File: src/rtl/vga_timing_gen_if.sv
// vga_timing_gen_if: raster timing bundle from the timing generator.
// master drives sync/enable/strobes/coords; slave consumes them.
interface vga_timing_gen_if #(
  parameter int XW  = 10,
  parameter int YW  = 9,
  parameter int FCW = 16
);
  logic           o_hs;
  logic           o_vs;
  logic           o_de;
  logic           o_blanking;
  logic           o_line;
  logic           o_frame;
  logic           o_animate;
  logic [XW-1:0]  o_x;
  logic [YW-1:0]  o_y;
  logic [FCW-1:0] o_frame_cnt;

  modport master (
    output o_hs,
    output o_vs,
    output o_de,
    output o_blanking,
    output o_line,
    output o_frame,
    output o_animate,
    output o_x,
    output o_y,
    output o_frame_cnt
  );

  modport slave (
    input o_hs,
    input o_vs,
    input o_de,
    input o_blanking,
    input o_line,
    input o_frame,
    input o_animate,
    input o_x,
    input o_y,
    input o_frame_cnt
  );
endinterface

File: src/rtl/vga_timing_gen.sv
// vga_timing_gen: parametrised raster timing with letterbox window.
// Ports: i_clk, i_rst (async high), i_pix_stb, vga (master bundle).
module vga_timing_gen #(
  parameter int H_RES       = 640,
  parameter int H_FP        = 16,
  parameter int H_SYNC      = 96,
  parameter int H_BP        = 48,
  parameter int V_RES       = 480,
  parameter int V_FP        = 10,
  parameter int V_SYNC      = 2,
  parameter int V_BP        = 33,
  parameter int H_POL       = 0,
  parameter int V_POL       = 0,
  parameter int WIN_Y0      = 60,
  parameter int WIN_H       = 360,
  parameter int SCALE_SHIFT = 1,
  parameter int FCW         = 16
) (
  input  logic             i_clk,
  input  logic             i_rst,
  input  logic             i_pix_stb,
  vga_timing_gen_if.master vga
);
  localparam int H_TOTAL = H_RES + H_FP + H_SYNC + H_BP;
  localparam int V_TOTAL = V_RES + V_FP + V_SYNC + V_BP;
  localparam int HS_BEG  = H_RES + H_FP;
  localparam int HS_END  = HS_BEG + H_SYNC;
  localparam int VS_BEG  = V_RES + V_FP;
  localparam int VS_END  = VS_BEG + V_SYNC;
  localparam int WIN_Y1  = WIN_Y0 + WIN_H;
  localparam int Y_LAST  = (WIN_H - 1) >> SCALE_SHIFT;
  localparam int HW      = $clog2(H_TOTAL);
  localparam int VW      = $clog2(V_TOTAL);
  localparam int XW      = $clog2(H_RES);
  localparam int YW      = $clog2(V_RES);
  localparam logic HS_ON = 1'(H_POL);
  localparam logic VS_ON = 1'(V_POL);

  if (WIN_Y1 > V_RES) begin : g_err_win
    $error("vga_timing_gen: window exceeds V_RES");
  end
  if (SCALE_SHIFT < 0 || SCALE_SHIFT > 3) begin : g_err_scale
    $error("vga_timing_gen: SCALE_SHIFT out of range");
  end
  if (H_FP == 0 || H_SYNC == 0 || H_BP == 0 ||
      V_FP == 0 || V_SYNC == 0 || V_BP == 0) begin : g_err_porch
    $error("vga_timing_gen: zero porch or sync width");
  end

  logic [HW-1:0]  h_q, h_d;
  logic [VW-1:0]  v_q, v_d;
  logic           h_last, v_last;
  int             hn, vn;
  logic           in_win;

  logic           hs_d, vs_d, de_d, bl_d;
  logic           line_d, frame_d, anim_d;
  logic [XW-1:0]  x_d;
  logic [YW-1:0]  y_d;
  logic [FCW-1:0] fcnt_d;

  logic           hs_q, vs_q, de_q, bl_q;
  logic           line_q, frame_q, anim_q;
  logic [XW-1:0]  x_q;
  logic [YW-1:0]  y_q;
  logic [FCW-1:0] fcnt_q;

  always_comb begin : p_next_pos
    h_last = (h_q == HW'(H_TOTAL - 1));
    v_last = (v_q == VW'(V_TOTAL - 1));
    h_d    = h_last ? '0 : h_q + HW'(1);
    v_d    = v_q;
    if (h_last) begin
      v_d = v_last ? '0 : v_q + VW'(1);
    end
  end

  // Everything is decoded from the next position so the
  // registered outputs line up with h_q/v_q.
  always_comb begin : p_decode
    hn     = int'(h_d);
    vn     = int'(v_d);
    in_win = (vn >= WIN_Y0) && (vn < WIN_Y1);
    hs_d   = (hn >= HS_BEG && hn < HS_END) ? HS_ON : ~HS_ON;
    vs_d   = (vn >= VS_BEG && vn < VS_END) ? VS_ON : ~VS_ON;
    de_d   = (hn < H_RES) && in_win;
    bl_d   = (hn >= H_RES) || (vn >= V_RES);
    x_d    = '0;
    if (hn < H_RES) begin
      x_d = XW'(hn >> SCALE_SHIFT);
    end
    y_d = '0;
    unique case (1'b1)
      in_win:        y_d = YW'((vn - WIN_Y0) >> SCALE_SHIFT);
      (vn < WIN_Y0): y_d = '0;
      default:       y_d = YW'(Y_LAST);
    endcase
    line_d  = (hn == 0);
    frame_d = line_d && (vn == 0);
    anim_d  = (hn == H_RES) && (vn == WIN_Y1 - 1);
    fcnt_d  = fcnt_q + FCW'(frame_d);
  end

  // Reset parks on the last position so the first strobe
  // wraps into (0,0) and starts frame 0.
  always_ff @(posedge i_clk or posedge i_rst) begin
    if (i_rst) begin
      h_q     <= HW'(H_TOTAL - 1);
      v_q     <= VW'(V_TOTAL - 1);
      hs_q    <= ~HS_ON;
      vs_q    <= ~VS_ON;
      de_q    <= 1'b0;
      bl_q    <= 1'b1;
      line_q  <= 1'b0;
      frame_q <= 1'b0;
      anim_q  <= 1'b0;
      x_q     <= '0;
      y_q     <= '0;
      fcnt_q  <= '1;
    end else if (i_pix_stb) begin
      h_q     <= h_d;
      v_q     <= v_d;
      hs_q    <= hs_d;
      vs_q    <= vs_d;
      de_q    <= de_d;
      bl_q    <= bl_d;
      line_q  <= line_d;
      frame_q <= frame_d;
      anim_q  <= anim_d;
      x_q     <= x_d;
      y_q     <= y_d;
      fcnt_q  <= fcnt_d;
    end else begin
      line_q  <= 1'b0;
      frame_q <= 1'b0;
      anim_q  <= 1'b0;
    end
  end

  assign vga.o_hs        = hs_q;
  assign vga.o_vs        = vs_q;
  assign vga.o_de        = de_q;
  assign vga.o_blanking  = bl_q;
  assign vga.o_line      = line_q;
  assign vga.o_frame     = frame_q;
  assign vga.o_animate   = anim_q;
  assign vga.o_x         = x_q;
  assign vga.o_y         = y_q;
  assign vga.o_frame_cnt = fcnt_q;
endmodule

File: src/flat_wrapper.sv
// flat-port wrapper written by rule: the top's interface ports become plain ports
module vga_timing_gen_flat 
#(
  parameter int H_RES       = 640,
  parameter int H_FP        = 16,
  parameter int H_SYNC      = 96,
  parameter int H_BP        = 48,
  parameter int V_RES       = 480,
  parameter int V_FP        = 10,
  parameter int V_SYNC      = 2,
  parameter int V_BP        = 33,
  parameter int H_POL       = 0,
  parameter int V_POL       = 0,
  parameter int WIN_Y0      = 60,
  parameter int WIN_H       = 360,
  parameter int SCALE_SHIFT = 1,
  parameter int FCW         = 16
)
  (i_clk, i_rst, i_pix_stb, vga_o_hs, vga_o_vs, vga_o_de, vga_o_blanking, vga_o_line, vga_o_frame, vga_o_animate, vga_o_x, vga_o_y, vga_o_frame_cnt);
  vga_timing_gen_if #(.FCW(FCW)) vga_i ();
  input  logic i_clk;
  input  logic i_rst;
  input  logic i_pix_stb;
  output wire logic [$bits(vga_i.o_hs)-1:0] vga_o_hs;
  output wire logic [$bits(vga_i.o_vs)-1:0] vga_o_vs;
  output wire logic [$bits(vga_i.o_de)-1:0] vga_o_de;
  output wire logic [$bits(vga_i.o_blanking)-1:0] vga_o_blanking;
  output wire logic [$bits(vga_i.o_line)-1:0] vga_o_line;
  output wire logic [$bits(vga_i.o_frame)-1:0] vga_o_frame;
  output wire logic [$bits(vga_i.o_animate)-1:0] vga_o_animate;
  output wire logic [$bits(vga_i.o_x)-1:0] vga_o_x;
  output wire logic [$bits(vga_i.o_y)-1:0] vga_o_y;
  output wire logic [$bits(vga_i.o_frame_cnt)-1:0] vga_o_frame_cnt;
  assign vga_o_hs = vga_i.o_hs;
  assign vga_o_vs = vga_i.o_vs;
  assign vga_o_de = vga_i.o_de;
  assign vga_o_blanking = vga_i.o_blanking;
  assign vga_o_line = vga_i.o_line;
  assign vga_o_frame = vga_i.o_frame;
  assign vga_o_animate = vga_i.o_animate;
  assign vga_o_x = vga_i.o_x;
  assign vga_o_y = vga_i.o_y;
  assign vga_o_frame_cnt = vga_i.o_frame_cnt;
  vga_timing_gen #(.H_RES(H_RES), .H_FP(H_FP), .H_SYNC(H_SYNC), .H_BP(H_BP), .V_RES(V_RES), .V_FP(V_FP), .V_SYNC(V_SYNC), .V_BP(V_BP), .H_POL(H_POL), .V_POL(V_POL), .WIN_Y0(WIN_Y0), .WIN_H(WIN_H), .SCALE_SHIFT(SCALE_SHIFT), .FCW(FCW)) u_core (.i_clk(i_clk), .i_rst(i_rst), .i_pix_stb(i_pix_stb), .vga(vga_i));
endmodule
File: config.mk
export PLATFORM = sky130hd
export DESIGN_NAME = vga_timing_gen_flat
export DESIGN_NICKNAME = d
export VERILOG_FILES = /design/src/rtl/vga_timing_gen_if.sv /design/src/rtl/vga_timing_gen.sv /design/src/flat_wrapper.sv
export SDC_FILE = /design/constraint.sdc
export NUM_CORES = 1
export LEC_CHECK = 0
export BUFFER_PORTS_ARGS = -buffer_cell sky130_fd_sc_hd__buf_2
export CAP_MARGIN = 25
export CORE_ASPECT_RATIO = 0.7
export CORE_UTILIZATION = 55
export CTS_CLUSTER_DIAMETER = 30
export DETAILED_ROUTE_END_ITERATION = 16
export PLACE_DENSITY = 0.76
export REMOVE_ABC_BUFFERS = 1
export SLEW_MARGIN = 20
export SYNTH_ARGS = -nofsm -noshare
export SYNTH_HDL_FRONTEND = slang
export SYNTH_SLANG_ARGS = --single-unit
File: constraint.sdc
create_clock -name i_clk -period 6.39 [get_ports i_clk]
set_input_delay 1.278 -clock i_clk [delete_from_list [all_inputs] [get_ports i_clk]]
set_output_delay 1.278 -clock i_clk [all_outputs]
set_load 0.05 [all_outputs]
# Word level (Yosys, flattened, before mapping)

Index checks and enable logic that the tools add are counted.

Logic and storage cells: 49
Register bits after elaboration: 62
Output and inout bits: 42
Input port bits: 3

Mux-type cells: 10
Add/subtract/negate cells: 4
Order comparisons: 10
Equality and inequality tests: 4
Reductions and logical operators: 9

Operator list:

| cell                                                               | number |
|---|---|
| == test 10 bit, second input constant                              | 4 |
| 2-to-1 mux 10 bit                                                  | 3 |
| adder 10 x 1 -> 10 bit, second input constant                      | 2 |
| greater-or-equal comparator 10 bit, second input constant          | 2 |
| greater-or-equal comparator 10 x 9 -> 1 bit, second input constant | 2 |
| logical NOT 10 bit                                                 | 2 |
| < comparator 10 bit, second input constant                         | 2 |
| < comparator 10 x 9 -> 1 bit, second input constant                | 2 |
| one-hot mux 9 bit (2 select lines)                                 | 1 |
| adder 16 x 1 -> 16 bit                                             | 1 |
| greater-or-equal comparator 10 x 6 -> 1 bit, second input constant | 1 |
| < comparator 10 x 6 -> 1 bit, second input constant                | 1 |
| subtractor 10 x 6 -> 10 bit, second input constant                 | 1 |
| 2-to-1 mux 9 bit                                                   | 1 |
| logical AND 1 bit                                                  | 6 |
| 2-to-1 mux 1 bit                                                   | 5 |
| logical OR 1 bit                                                   | 1 |

# Logic depth before layout (Yosys ltp)

Gate-level depths: netlist of the first run.

Depth after elaboration: 6
Depth in mapped cells: 16
Gate-level depth less buffers: 15

# Worst setup path before layout of the first run

OpenSTA, ideal clock, no wires.

Path kind: reg2reg
Start point: reg u_core.h_q[0]
End point: reg u_core.fcnt_q[12] (netlist: u_core.vga.o_frame_cnt[12])
Period minus slack after synthesis: 3499 ps
Path slack: 2891 ps
Stages on the path, launching flop included: 15
Data arrival time: 3410 ps
Required time: 6302 ps
Cell sequence: dfstp_2 ha_1 buf_4 nand4_4 nor4_4 mux2_4 a211oi_2 nand4b_1 nor4_2 ha_1 ha_1 and3_1 and3_1 nand2_1 xnor2_1

Word-level cells in the longest chain between the ends: 5

RTL lines:

| element                                                         | RTL line                                   | RTL |
|---|---|---|
| start, declared                                                 | vga_timing_gen.sv:50                       | `logic [HW-1:0] h_q, h_d;` |
| start signal, assigned                                          | vga_timing_gen.sv:108                      | `h_q <= HW'(H_TOTAL - 1);` |
| adder 10 x 1 -> 10 bit / == test 10 bit (equally long branches) | vga_timing_gen.sv:71, vga_timing_gen.sv:69 |  |
| 2-to-1 mux 10 bit (on tied branches)                            | vga_timing_gen.sv:71, vga_timing_gen.sv:73 |  |
| logical NOT 10 bit (on tied branches)                           | vga_timing_gen.sv:98, vga_timing_gen.sv:99 |  |
| logical AND 1 bit *                                             | vga_timing_gen.sv:99                       | `frame_d = line_d && (vn == 0);` |
| adder 16 x 1 -> 16 bit *                                        | vga_timing_gen.sv:101                      | `fcnt_d = fcnt_q + FCW'(frame_d);` |
| end signal, assigned                                            | vga_timing_gen.sv:132                      | `fcnt_q <= fcnt_d;` |
| end, declared                                                   | vga_timing_gen.sv:66                       | `logic [FCW-1:0] fcnt_q;` |

Every way passes the cells marked *; elsewhere a longest branch is shown, timed or not.
A chain may end at the register's enable or synchronous reset.

# Final worst setup path of the first run

Ends and elaborated chain as after synthesis.

==> results of run 1 <==
## metal layers
layer,vias up,share of wire (%),global-route usage [%]
li1,1423,-,-
met1,1403,50,37.46
met2,90,42,34.86
met3,9,6.6,6.621
met4,0,1.0,6.602
met5,-,0,0
## state kept, by name, summed over array words and instances, names as in the netlist
register and cells:
u_core.vga.o_animate 1, u_core.vga.o_vs 1, u_core.vga.o_y 9, u_core.vga.o_hs 1, u_core.vga.o_de 1, u_core.vga.o_frame 1, u_core.vga.o_x 9, u_core.h_q 10
u_core.vga.o_frame_cnt 16, u_core.vga.o_line 1, u_core.vga.o_blanking 1, u_core.v_q 10
## layout make-up
type / instances / area [µm²]
clock buffers: 9 / 123.9
repair buffers: 45 / 230.2
inverters: 11 / 41.29
flip-flops and latches: 61 / 1563
fillers: 535 / 2245
clock inverters: 7 / 75.07
multi-input cells: 281 / 2004
well taps: 91 / 113.9
## report_power, final
group,switching (mW),internal [mW],total (mW)
Combinational,0.481,0.242,0.723
Clock,0.166,0.182,0.348
Sequential,0.135,0.487,0.622
## stage by stage
step / instances / util [%] / total power, mW / worst slack [ns] / hold slack [ns]
after floorplan: 353 / - / 1.162 / 2.787 / 0.4830
after global placement: 489 / 61.80 / 1.320 / 2.503 / 0.4605
after detailed placement: 489 / 61.80 / 1.341 / 2.224 / 0.4633
after CTS: 505 / 64.91 / 1.694 / 2.215 / 0.4805
after global routing: 505 / 64.91 / 1.796 / 1.945 / 0.5011
final: 505 / 64.91 / 1.693 / 2.267 / 0.4778
## cells in the final DEF, fill, tap and decap left out, types with 3 or more instances in the layout
master / instances
mux2_2: 3
nor4_1: 3
a31oi_1: 3
xor2_1: 11
ha_1: 10
a21oi_1: 16
clkinv_4: 3
clkbuf_8: 9
buf_2: 43
xnor2_1: 27
dfstp_2: 29
nor4_4: 3
o2bb2ai_1: 12
nand2_1: 40
o31ai_1: 4
nand4_1: 7
nand3_1: 18
inv_1: 9
a21o_1: 4
nor3_1: 10
dfrtp_1: 32
and3_1: 13
nor2_1: 27
o21ai_0: 11
## tightest hold or removal path: stages (launching register included)
cell	delay (ns)
dfrtp_1	0.34
nand2_1	0.05
o31ai_1	0.05
## final timing paths
check / start / to / slack (ns) / depth (start not counted)
min in group asynchronous: i_rst / u_core.vga.o_y[1]$_DFFE_PP0P_ / 1.12 / 3
max in group asynchronous: i_rst / u_core.vga.o_x[2]$_DFFE_PP0P_ / 4.79 / 3
min: u_core.vga.o_x[5]$_DFFE_PP0P_ / u_core.vga.o_x[5]$_DFFE_PP0P_ / 0.48 / 2
min reg2reg: u_core.vga.o_x[5]$_DFFE_PP0P_ / u_core.vga.o_x[5]$_DFFE_PP0P_ / 0.48 / 2
max reg2reg: u_core.h_q[0]$_DFFE_PP1P_ / u_core.vga.o_frame_cnt[12]$_DFFE_PP1P_ / 2.27 / 13
max: u_core.h_q[0]$_DFFE_PP1P_ / u_core.vga.o_frame_cnt[12]$_DFFE_PP1P_ / 2.27 / 13
## kinds of logic after synthesis
logic type | count (synthesis) | share of synthesized area [%]
AOI/OAI and AO/OA | 74 | 14.48
xor gates and xnor gates | 39 | 9.331
adders and majority gates | 10 | 3.344
buffers and inverters | 34 | 4.649
DFF | 61 | 41.77
muxes | 6 | 1.839
other | 1 | 0.1002
and+or+nand+nor | 151 | 24.48
==> results_dict.tcl, run 1 <==
set metrics [dict create \
    outcome "complete, no violations" \
    dp_hpwl_um 5943 \
    finalCriticalPeriod_ns 4.123 \
    skew_ns 0.009679 \
    std_cell_rows 24 \
    peakVddDrop_v 0.0002233 \
    synth_ff_type "dfrtp_1" \
    yosys.area.top_type "dfrtp_1" \
    grt_pass1_wl_um 13590 \
    period_share_pct 64.52 \
    syn_area_per_cell_um2 9.950 \
    fin_tns_setup_ns 0 \
    initial_utilization_pct 58.49 \
    numCtsBuffers 9 \
    critPathLaunchType "flip-flop" \
    slew_headroom_pct 42.27 \
    synth.most_common_cell "nand2_1" \
    path_class "flip-flop to flip-flop" \
    synth_cell_types 74 \
    first_pass_iters 5 \
    synth_edf_count 0 \
    clk_pin_slew_ns 0.07 \
    grt-ovfl-total 0 \
    worst-slew-pin-transition_ns 0.8659 \
    slowest_stage "nor4_4" \
    track_usage_pct 24.76 \
    cp_top_family "simple AND/OR/NAND/NOR gates" \
    viasPerCell 5.792 \
    clock_sinks 61 \
    ys_seq_area_share_pct 41.77 \
    crit_buf_inv 0 \
    die-height_um 71.01 \
    finish.instance_area_mm2 0.004151 \
    yosysWarnings 0 \
    ioPinCount 45 \
    setup_viol 0 \
    wl_um 8060 \
    cts_tree "done" \
    grt_pass1_vias 2679 \
    drtIter0Drc 213 \
    ctsHoldBuffers 0 \
    drc_errors 0 \
    area_growth_pct 10.97 \
    die_w_um 100.6 \
    critPathMostFrequentCell "ha_1" \
    ctsRootBufferMaster "clkbuf_8" \
    clk_latency_ns 0.35 \
    placed_cell_area_mm2 0.003953 \
    crit_chain "ha_1, nand4_4, nor4_4, mux2_4, a211oi_2, nand4b_1, nor4_2, ha_1, ha_1, and3_1, and3_1, nand2_1, xnor2_1" \
    leakagePower_nw 1.801 \
    core_mm2 0.006396 \
    final_antenna_net_count 0 \
    io_buffers 43 \
    h-tree-depth 3 \
    postCtsSetupRepairBufs 0 \
    fp.dieArea_mm2 0.007141 \
    cp_data_arrival_time_ns 4.40 \
    path_max_fanout 10 \
    syn_area_mm2 0.003741 \
    synth_area_leaders "dfrtp_1 (21%), dfstp_2 (20%), xnor2_1 (6.3%), nand2_1 (4.0%), ha_1 (3.3%)" \
    antenna_found_initial 0 \
    antennaDiodeCount 0 \
    crit_required_ns 6.67 \
    ys_ff_latch 61 \
    final_net_count 422 \
    grt_start_max_net_pins 62 \
    drive_gt1_share_pct 29.47 \
    gp_congestion 0.9018 \
    final_max_slew_viol_count 0 \
    synthCells 376 \
    wl_per_cell_um 15.96 \
    cts_buffer_depth 2 \
    vias 2925 \
    cp-end-kind "flip-flop" \
    post_cts_resized 0 \
    hp-class "flip-flop to flip-flop" \
    clock.fmax_ghz 0.2425 \
    powerDensity_mw_per_mm2 407.8 \
    maxCapViolCount 0 \
    synthArstFlopShare_pct 100.0 \
    netlist.area_leader.share_pct 21.40 \
    hold_violations 0 \
    synth_common_cells "nand2_1 (40), dfrtp_1 (32), dfstp_2 (29), nor2_1 (27), xnor2_1 (27)" \
    slowest_delay_ns 0.62 \
    rsz0062_at_grt "no" \
]
Note: power is estimated with default switching activity, not from simulation.
==> run 2: changes to the inputs <==
CORE_UTILIZATION = 53   (was 55)
PLACE_DENSITY = 0.77   (was 0.76)
clock period = 3.33 ns   (was 6.39 ns; I/O delays follow)
==> run 2 against run 1 <==
Net effect: final area is 12% higher; flip-flop and latch count did not move; global-route usage is 1.5 points higher; register-to-register slack lost 2.2 ns; largest cell class unchanged; combinational power rose to 2.6 times the previous value.
==> results_dict.tcl, run 2 (synthesized netlist as in run 1, its figures left out) <==
set metrics [dict create \
    clk_latency_ns 0.36 \
    worst-slew-pin-transition_ns 0.8627 \
    clk_pin_slew_ns 0.08 \
    p_comb_share_pct 50.7 \
    crit_chain "nand4_4, buf_6, nor4_4, nand2_1, mux2i_1, nand4b_1, nor4_4, ha_2, ha_2, and3_1, and3_4, nand2_1, xnor2_1" \
    maxCapViolCount 0 \
    cp_data_arrival_time_ns 3.52 \
    path_max_fanout 10 \
    final_common_cell "buf_4" \
    holdWs_ns 0.4590 \
    slowest_stage "dfstp_2" \
    gp_congestion 0.9018 \
    powerDensity_mw_per_mm2 793.4 \
    switching_share_pct 44.46 \
    final_antenna_net_count 0 \
    peakVddDrop_v 0.0005443 \
    setup_slack_ns 0.09168 \
    grt_pass1_vias 2945 \
    grt-ovfl-total 0 \
    wl_per_cell_um 16.90 \
    core_mm2 0.006788 \
    finish.instance_area_mm2 0.004668 \
    slowest_delay_ns 0.66 \
    setup_viol 0 \
    antennaDiodeCount 0 \
    ioPinCount 45 \
    crit_required_ns 3.61 \
    cp-end-kind "flip-flop" \
    mostFrequentLayoutCells "buf_4 (56), buf_2 (43), nand2_1 (39)" \
    leakagePower_nw 2.090 \
    dp_hpwl_um 6649 \
    area_growth_pct 24.78 \
    track_usage_pct 26.25 \
    ctsRootBufferMaster "clkbuf_8" \
    crit_buf_inv 1 \
    wl_um 9531 \
    fp.dieArea_mm2 0.007404 \
    largest_reg_flops 16 \
    clock_sinks 61 \
    io_buffers 43 \
    clock.fmax_ghz 0.3088 \
    initial_utilization_pct 55.12 \
    std_cell_rows 25 \
    switching_power_mw 1.647 \
    grt_pass1_wl_um 14560 \
    cp_top_family "simple AND/OR/NAND/NOR gates" \
    final_net_count 478 \
    hold_violations 0 \
    antenna_found_initial 0 \
    viasPerCell 5.663 \
    die-height_um 72.30 \
    cellInternalPower_mw 2.057 \
    placed_cell_area_mm2 0.004212 \
    place_worst_setup_slack_ns 0.04690 \
    clock_power_share_pct 18.1 \
    skew_ns 0.01096 \
    slew_headroom_pct 42.42 \
    drive_gt1_share_pct 40.85 \
    path_class "flip-flop to flip-flop" \
    cts_buffer_depth 2 \
    ctsHoldBuffers 0 \
    outcome "complete, no violations" \
    finalCriticalPeriod_ns 3.238 \
    cts_tree "done" \
    critPathLaunchType "flip-flop" \
    first_pass_iters 4 \
    drc_errors 0 \
    die_w_um 102.4 \
    grt_start_max_net_pins 51 \
    final_max_slew_viol_count 0 \
    numCtsBuffers 9 \
    p_seq_share_pct 31.2 \
    drtIter0Drc 194 \
    h-tree-depth 3 \
    period_share_pct 97.25 \
    vias 3194 \
    hp-class "input pin to asynchronous set/reset pin" \
]
run 2: path summary, 6_finish.rpt:
| kind | startpoint | to | slack (ns) | depth (start not counted) |
|---|---|---|---|---|
| worst max register to register | u_core.h_q[2]$_DFFE_PP1P_ | u_core.vga.o_frame_cnt[12]$_DFFE_PP1P_ | 0.09 | 13 |
| worst min-delay path | i_rst | u_core.v_q[4]$_DFFE_PP0P_ | 0.46 | 2 |
| min in group i_clk | u_core.vga.o_x[2]$_DFFE_PP0P_ | u_core.vga.o_x[2]$_DFFE_PP0P_ | 0.48 | 1 |
| worst max-delay path | u_core.h_q[2]$_DFFE_PP1P_ | u_core.vga.o_frame_cnt[12]$_DFFE_PP1P_ | 0.09 | 13 |
| worst min register to register | u_core.vga.o_x[2]$_DFFE_PP0P_ | u_core.vga.o_x[2]$_DFFE_PP0P_ | 0.48 | 1 |
| max in group asynchronous | i_rst | u_core.vga.o_frame_cnt[15]$_DFFE_PP1P_ | 2.12 | 3 |
run 2: routing by layer:
| metal | GRT usage, % | wire [µm] |
|---|---|---|
| met2 | 40.22 | 4364 |
| met1 | 36.66 | 4444 |
| met4 | 9.524 | 152 |
| met5 | 0 | 0 |
| met3 | 5.780 | 570 |
run 2: area by class of cell:
type	count	area (µm²)
Clock buffer	9	123.9
Clock inverter	7	75.07
Multi-Input combinational cell	281	2083
Timing Repair Buffer	101	658.1
Fill cell	538	2120
Tap cell	94	117.6
Inverter	11	42.54
Sequential cell	61	1568
run 2: through the flow:
stage                     TNS [ns]  instances  utilization [%]  power [mW]
after floorplan             -1.247        353                -       2.231
after global placement           0        526            62.05       2.699
after detailed placement         0        526            62.05       2.745
after CTS                        0        542            64.98       3.429
after global routing       -0.1244        564            68.77       3.895
final                            0        564            68.77       3.704
run 2: power groups by stage:
stage	Clock (mW)	Combinational, mW	Sequential [mW]
after floorplan	0	0.868	1.36
after global placement	0	1.54	1.16
after detailed placement	0	1.57	1.17
after CTS	0.684	1.58	1.16
after global routing	0.710	2.01	1.18
final	0.670	1.88	1.16
run 2: timing repair:
| action | in CTS | in global routing |
|---|---|---|
| setup buffers | 0 | 22 |
| endpoints found under the setup margin | 0 | 10 |
| gates resized for setup | 0 | 22 |
==> run 3: changes to the inputs <==
RECOVER_POWER = 50   (was default)
==> run 3 against run 2 <==
Net effect: the flow now finishes with violations (capacitance limit, slew limit); largest cell class unchanged; die area unchanged; via count increased by 0.25%; wire length grew 0.41%; power is 0.22% lower; flip-flop and latch count unchanged; critical path depth rose by 1; non-clock buffer count unchanged; largest power group unchanged; final area is 0.64% lower; sequential power is essentially flat; register-to-register slack hardly changed; critical path type unchanged.
==> results_dict.tcl, run 3 (synthesized netlist as in run 1, its figures left out) <==
set metrics [dict create \
    grt-ovfl-total 0 \
    fp.dieArea_mm2 0.007404 \
    finalCriticalPeriod_ns 3.242 \
    mostFrequentLayoutCells "buf_4 (54), nand2_1 (39), dfstp_2 (29)" \
    maxCapViolCount 1 \
    final_net_count 478 \
    std_cell_rows 25 \
    area_growth_pct 23.98 \
    worst-slew-pin-transition_ns 2.195 \
    r2r-end "u_core.vga.o_frame_cnt[12]$_DFFE_PP1P_" \
    clk_pin_slew_ns 0.08 \
    slew_headroom_pct -47.14 \
    critPathLaunchType "flip-flop" \
    grt_pass1_vias 2945 \
    antennaDiodeCount 0 \
    final_antenna_net_count 0 \
    fin_util_pct 68.33 \
    initial_utilization_pct 55.12 \
    grt_pass1_wl_um 14560 \
    drc_errors 0 \
    hp-class "flip-flop to flip-flop" \
    clock.fmax_ghz 0.3084 \
    final_max_slew_viol_count 51 \
    place_worst_setup_slack_ns 0.04690 \
    min_from "u_core.vga.o_x[5]$_DFFE_PP0P_" \
    first_pass_iters 4 \
    num-fill-cells 553 \
    die-height_um 72.30 \
    leakagePower_nw 2.012 \
    setup_slack_ns 0.08794 \
    path_max_fanout 4 \
    wl_um 9570 \
    cp_data_arrival_time_ns 3.53 \
    die_w_um 102.4 \
    peakVddDrop_v 0.0005488 \
    numCtsBuffers 9 \
    cts_buffer_depth 2 \
    io_buffers 43 \
    final_common_cell "buf_4" \
    drive_gt1_share_pct 36.60 \
    vias 3202 \
    setup_viol 0 \
    crit_required_ns 3.61 \
    rr_startpoint "u_core.h_q[0]$_DFFE_PP1P_" \
    cts_tree "done" \
    ctsRootBufferMaster "clkbuf_8" \
    powerDensity_mw_per_mm2 796.8 \
    outcome "complete, but fails checks" \
    reg2reg_depth 14 \
    largest_reg_flops 16 \
    gp_congestion 0.9018 \
    skew_ns 0.01038 \
    viasPerCell 5.677 \
    dp_hpwl_um 6649 \
    core_mm2 0.006788 \
    track_usage_pct 26.25 \
    violations "capacitance limit, slew limit" \
    grt_start_max_net_pins 51 \
    clock_sinks 61 \
    hold_violations 0 \
    holdWs_ns 0.4880 \
    wl_per_cell_um 16.97 \
    h-tree-depth 3 \
    holdPathStages 2 \
    cp-end-kind "flip-flop" \
    period_share_pct 97.36 \
    drtIter0Drc 145 \
    antenna_found_initial 0 \
    clk_latency_ns 0.36 \
    path_class "flip-flop to flip-flop" \
    r2r_slack_ns 0.09 \
    hold_end "u_core.vga.o_x[5]$_DFFE_PP0P_" \
    ioPinCount 45 \
]
==> run 3: stage by stage <==
step	TNS, ns	cell area [µm²]	std cells	total power, mW
after floorplan	-1.247	3608	353	2.231
after global placement	0	4212	526	2.699
after detailed placement	0	4212	526	2.745
after CTS	0	4410	542	3.429
after global routing	-0.1246	4638	564	3.882
final	0	4638	564	3.696
==> run 3: final cells by class <==
cell class / count / area (µm²) / share of cell area [%]
multi-input cells: 281 / 2083 / 44.92
flip-flops and latches: 61 / 1568 / 33.80
repair buffers: 101 / 628.1 / 13.54
clock buffers: 9 / 123.9 / 2.671
well taps: 94 / 117.6 / 2.536
clock inverters: 7 / 75.07 / 1.619
inverters: 11 / 42.54 / 0.9172
==> run 3: worst max-delay path by stage <==
stage | start | end | slack [ns]
2_1_floorplan | u_core.h_q[0]$_DFFE_PP1P_ | u_core.vga.o_frame_cnt[12]$_DFFE_PP1P_ | -0.27
3_3_place_gp | u_core.h_q[0]$_DFFE_PP1P_ | u_core.vga.o_frame_cnt[12]$_DFFE_PP1P_ | 0.21
3_5_place_dp | u_core.h_q[0]$_DFFE_PP1P_ | u_core.vga.o_frame_cnt[12]$_DFFE_PP1P_ | 0.05
4_1_cts | u_core.h_q[0]$_DFFE_PP1P_ | u_core.vga.o_frame_cnt[12]$_DFFE_PP1P_ | 0.03
5_1_grt | u_core.h_q[0]$_DFFE_PP1P_ | u_core.vga.o_frame_cnt[12]$_DFFE_PP1P_ | -0.06
6_report | u_core.h_q[0]$_DFFE_PP1P_ | u_core.vga.o_frame_cnt[12]$_DFFE_PP1P_ | 0.09
==> run 3: worst max-delay path, stage by stage (launching register included) <==
cell and delay (ns):
dfstp_2 0.56, ha_4 0.16, nand4_4 0.13, buf_6 0.18, nor4_4 0.25, nand2_1 0.14, mux2i_1 0.24, nand4b_1 0.19
nor4_4 0.28, ha_2 0.24, ha_2 0.18, and3_1 0.17, and3_4 0.19, nand2_1 0.07, xnor2_1 0.18
==> run 3: repair_timing <==
item	CTS	global route
setup buffers	0	22
endpoints found under the setup margin	0	10
gates resized for setup	0	22
endpoints found under the hold margin	0	0
hold buffers	0	0
==> run 3: where the power goes <==
| group | internal (mW) | total (mW) | switching (mW) |
|---|---|---|---|
| registers | 0.939 | 1.16 | 0.220 |
| clock network | 0.349 | 0.672 | 0.324 |
| logic | 0.755 | 1.86 | 1.11 |
==> run 3: layer usage <==
layer	vias up	part of all wire, %	wire [µm]	track usage, %
li1	1519	-	-	-
met1	1586	47	4481	36.66
met2	84	46	4388	40.22
met3	13	5.7	549	5.780
met4	0	1.6	150	9.524
met5	-	0	0	0
